[src/rtl/pll_reset_sequencer.sv]
// Staged reset release after PLL lock: cache, then video-IO, then CPU.
// Any lock loss or restart request drops every domain back into reset.
module pll_reset_sequencer #(
    parameter int LOCK_STABLE_CYCLES = 1024,
    parameter int STAGE_GAP          = 16,
    parameter int COUNT_W            = 8
) (
    input  logic               clock,
    input  logic               reset,
    input  logic               locked,
    input  logic               restart_req,
    output logic               reset_cache,
    output logic               reset_vio,
    output logic               reset_cpu,
    output logic               system_ready,
    output logic [COUNT_W-1:0] lock_loss_count,
    output logic [2:0]         seq_state
);
    localparam int MAX_DWELL = (LOCK_STABLE_CYCLES > STAGE_GAP) ? LOCK_STABLE_CYCLES : STAGE_GAP;
    localparam int CNT_W     = (MAX_DWELL > 1) ? $clog2(MAX_DWELL) : 1;
    localparam logic [CNT_W-1:0] STABLE_LAST = CNT_W'(LOCK_STABLE_CYCLES - 1);
    localparam logic [CNT_W-1:0] GAP_LAST    = CNT_W'(STAGE_GAP - 1);

    typedef enum logic [2:0] {
        WAIT_LOCK = 3'd0,
        STABILIZE = 3'd1,
        REL_CACHE = 3'd2,
        REL_VIO   = 3'd3,
        RUN       = 3'd4
    } seqStateT;

    seqStateT         state;
    logic [CNT_W-1:0] dwellCnt;
    logic             sync1;
    logic             lockedS;

    // Output pattern {reset_cache, reset_vio, reset_cpu, system_ready} for a state.
    function automatic logic [3:0] releaseMap(input seqStateT s);
        case (s)
            REL_CACHE: releaseMap = 4'b0110;
            REL_VIO:   releaseMap = 4'b0010;
            RUN:       releaseMap = 4'b0001;
            default:   releaseMap = 4'b1110;
        endcase
    endfunction

    assign seq_state = state;

    always_ff @(posedge clock) begin
        if (reset) begin
            sync1           <= 1'b0;
            lockedS         <= 1'b0;
            state           <= WAIT_LOCK;
            dwellCnt        <= '0;
            lock_loss_count <= '0;
            {reset_cache, reset_vio, reset_cpu, system_ready} <= releaseMap(WAIT_LOCK);
        end else begin
            sync1   <= locked;
            lockedS <= sync1;
            if (!lockedS && state != WAIT_LOCK) begin
                // A simultaneous restart request lands here too, so it counts once.
                state    <= WAIT_LOCK;
                dwellCnt <= '0;
                {reset_cache, reset_vio, reset_cpu, system_ready} <= releaseMap(WAIT_LOCK);
                if (lock_loss_count != {COUNT_W{1'b1}})
                    lock_loss_count <= lock_loss_count + 1'b1;
            end else if (restart_req) begin
                state    <= WAIT_LOCK;
                dwellCnt <= '0;
                {reset_cache, reset_vio, reset_cpu, system_ready} <= releaseMap(WAIT_LOCK);
            end else begin
                case (state)
                    WAIT_LOCK: begin
                        if (lockedS) begin
                            state    <= STABILIZE;
                            dwellCnt <= '0;
                            {reset_cache, reset_vio, reset_cpu, system_ready} <= releaseMap(STABILIZE);
                        end
                    end
                    STABILIZE: begin
                        if (dwellCnt == STABLE_LAST) begin
                            state    <= REL_CACHE;
                            dwellCnt <= '0;
                            {reset_cache, reset_vio, reset_cpu, system_ready} <= releaseMap(REL_CACHE);
                        end else begin
                            dwellCnt <= dwellCnt + 1'b1;
                        end
                    end
                    REL_CACHE: begin
                        if (dwellCnt == GAP_LAST) begin
                            state    <= REL_VIO;
                            dwellCnt <= '0;
                            {reset_cache, reset_vio, reset_cpu, system_ready} <= releaseMap(REL_VIO);
                        end else begin
                            dwellCnt <= dwellCnt + 1'b1;
                        end
                    end
                    REL_VIO: begin
                        if (dwellCnt == GAP_LAST) begin
                            state    <= RUN;
                            dwellCnt <= '0;
                            {reset_cache, reset_vio, reset_cpu, system_ready} <= releaseMap(RUN);
                        end else begin
                            dwellCnt <= dwellCnt + 1'b1;
                        end
                    end
                    RUN: begin
                    end
                    default: begin
                        state    <= WAIT_LOCK;
                        dwellCnt <= '0;
                        {reset_cache, reset_vio, reset_cpu, system_ready} <= releaseMap(WAIT_LOCK);
                    end
                endcase
            end
        end
    end
endmodule

[config.mk]
export PLATFORM = sky130hd
export DESIGN_NAME = pll_reset_sequencer
export DESIGN_NICKNAME = d
export VERILOG_FILES = /design/src/rtl/pll_reset_sequencer.sv
export SDC_FILE = /design/constraint.sdc
export NUM_CORES = 1
export LEC_CHECK = 0
export BUFFER_PORTS_ARGS = -buffer_cell sky130_fd_sc_hd__buf_2
export CORE_MARGIN = 2
export CORE_UTILIZATION = 55
export DETAILED_ROUTE_END_ITERATION = 7
export GPL_ROUTABILITY_DRIVEN = 0
export HOLD_SLACK_MARGIN = 0.05
export PLACE_DENSITY = 0.77
export SYNTH_ARGS = -nofsm -noshare
export SYNTH_HDL_FRONTEND = slang
export SYNTH_SLANG_ARGS = --single-unit
[constraint.sdc]
create_clock -name clock -period 2.7 [get_ports clock]
set_input_delay 0.27 -clock clock [delete_from_list [all_inputs] [get_ports clock]]
set_output_delay 0.27 -clock clock [all_outputs]
set_load 0.02 [all_outputs]
==> flow_metrics.tcl <==
set metrics [dict create \
    status "completed" \
    fin_crit_sh 0.761 \
    viasPerCell 6.11 \
    detail_route.iter0.violations 20 \
    drc 0 \
    critPathCapture "reset_cache$_SDFFE_PP1P_" \
    ys_ff_latch 27 \
    synth_commonest_cells "27 x dfxtp_1, 16 x nor2_1, 10 x nand3_1, 10 x xor2_1, 8 x nor3_1" \
    row_count 17 \
    ant_nets 0 \
    critPathSlowestCell "or4_4" \
    period_minus_slack_ps 2060 \
    reg2regPathDepth 5 \
    grt_max_degree 16 \
    area_growth_syn_to_layout_pct 8.27 \
    wl_per_cell_um 15.0 \
    seq_area_frac_synth 0.401 \
    final-setup-viol-count 0 \
    synthCells 148 \
    numPortBuffers 18 \
    htreeDepth 1 \
    yosys_warnings 0 \
    core_um2 2250 \
    yosys.area.top_type_share 0.401 \
    clk_transition_reported_paths_ps 150 \
    crit_buf_inv 0 \
    dieArea_um2 2860 \
    critPathKind "reg2reg" \
    chipWidth_um 53.5 \
    cap_violations 0 \
    worstPathRequired_ps 2910 \
    async_reset_ff_frac 0 \
    clk_latency_ps 330 \
    start_util 0.597 \
    rsz0062_at_grt "false" \
    nFillCells 208 \
    grtUsageTotal 0.226 \
    numCtsBuffers 3 \
    cts_resized 0 \
    cts-root-buf "clkbuf_4" \
    ir_worst_vdd_uv 384 \
    hold_ws_ps 166 \
    max_freq_mhz 486 \
    drv_slew 0 \
    multiInputGateArea_um2 742 \
    diodes 0 \
    worstPathCellList "or4_4 -> o41ai_4 -> nand2_4 -> nor3_1 -> o31ai_1" \
    min_path_type "in2reg" \
    synth_most_common_cell "dfxtp_1" \
    cp-start-kind "flop" \
    setup_ws_ps 644 \
    crit_cells 5 \
    yosys.area.top_type "dfxtp_1" \
    syn_nets 154 \
    finalSetupTns_ps 0 \
    critPathLaunch "dwellCnt[5]$_SDFFE_PP0P_" \
    antenna_found_initial 0 \
    p_leak_nw 0.562 \
    drive_gt1_frac 0.212 \
    powerDensity_nw_per_um2 432 \
    ys.flop_type "dfxtp_1" \
    ys_top_cells_by_area "dfxtp_1 40%, xor2_1 6.5%, nor2_1 4.5%" \
    seqCellArea_um2 541 \
    cts.path.max_buffers 2 \
    crit_arrival_ps 2270 \
    hpwl_mm 2.16 \
    syn-cell-area_um2 1350 \
    dr.pass1.iters 4 \
    post-cts-setup-buffer-count 0 \
    cts_tree "yes" \
    ctsHoldBuffers 0 \
    grt_first_pass_wirelength_mm 4.70 \
    r2r_slack_ps 640 \
    syn_area_per_cell_um2 9.10 \
    final-hold-violation-count 0 \
    nets 172 \
    pre_cts_ws_ps 695 \
    clock-sinks 27 \
    vias 1180 \
    dieHeight_um 53.5 \
    slowest_delay_ps 560 \
    gr-total-overflow 0 \
    synth_enable_flop_cells 0 \
    routed_wl_mm 2.90 \
    max_slew_margin 0.493 \
    synth_cell_types 45 \
    r2r_end "reset_cache$_SDFFE_PP1P_" \
    worstReg2RegStart "dwellCnt[5]$_SDFFE_PP0P_" \
    grt_pass1_vias 1046 \
    skew_ps 7.61 \
    end_kind "flop" \
    crit_path_max_fanout 9 \
    critical_path.top_delay_family "simple AND/OR/NAND/NOR gates" \
    tightestPinTransition_ps 756 \
    ios 19 \
]
[layout by cell type (no fill, tap or decap), types with 2 or more instances in the layout]
master / count
xor2_1: 10
nor2b_1: 2
a21oi_1: 7
dfxtp_1: 27
o21ai_1: 3
buf_2: 18
nand4b_1: 2
and3_1: 3
inv_1: 2
buf_4: 2
nor3_1: 8
nor2_1: 16
o21ai_0: 4
a311oi_1: 2
a31oi_1: 3
clkbuf_4: 3
nand2_1: 7
o31ai_1: 2
nor4_1: 2
ha_1: 2
nand4_1: 6
nand3_1: 10
[per-layer routing]
metal	routed length, um	vias up	GRT usage
met1	1270	570	0.266
met4	17	0	0.0769
met5	0	-	0
li1	-	585	-
met2	1530	23	0.412
met3	83	2	0.0339
[per-stage QoR]
step	instances	utilization	cell area, um2	power, W
2_1_floorplan	148	-	1350	0.000452
3_3_place_gp	189	0.634	1430	0.000462
3_5_place_dp	189	0.634	1430	0.000464
4_1_cts	193	0.647	1460	0.000636
5_1_grt	193	0.647	1460	0.000658
6_report	193	0.647	1460	0.000630
[worst min-delay path by stage]
stage | slack (ps) | end | cells after the start | start
after floorplan | 400 | sync1$_SDFF_PP0_ | 1 | locked
after global placement | 420 | lockedS$_SDFF_PP0_ | 1 | sync1$_SDFF_PP0_
after detailed placement | 440 | lockedS$_SDFF_PP0_ | 1 | sync1$_SDFF_PP0_
after CTS | 160 | sync1$_SDFF_PP0_ | 2 | locked
after global routing | 170 | sync1$_SDFF_PP0_ | 2 | locked
final | 170 | sync1$_SDFF_PP0_ | 2 | locked
[where the power goes]
group          internal (W)  switching (W)  total [W]
Combinational     0.0000157      0.0000326  0.0000483
Clock             0.0000556       0.000119   0.000174
Sequential         0.000402     0.00000485   0.000407
[layout make-up]
type | instances | share of cell area
multi-input cells | 112 | 0.509
flip-flops and latches | 27 | 0.371
clock buffers | 3 | 0.0155
inverters | 2 | 0.00515
clock inverters | 1 | 0.00343
well taps | 28 | 0.0240
repair buffers | 20 | 0.0721
[cell families (layout without fill, tap and decap cells)]
group | count (synthesis) | count (layout) | synth area share
mux | 1 | 1 | 0.00744
buf+inv | 9 | 26 | 0.0474
compound gates | 31 | 31 | 0.171
fa+ha+maj | 2 | 2 | 0.0186
simple gates | 67 | 67 | 0.283
flops | 27 | 27 | 0.401
xor+xnor | 11 | 11 | 0.0716
[registers in the layout, indices dropped and copies added, names as in the netlist]
name and count:
dwellCnt 10, lock_loss_count 8, seq_state 3, lockedS 1, reset_cache 1, reset_cpu 1, reset_vio 1, sync1 1
system_ready 1
Power figures use the tool's default switching activity.
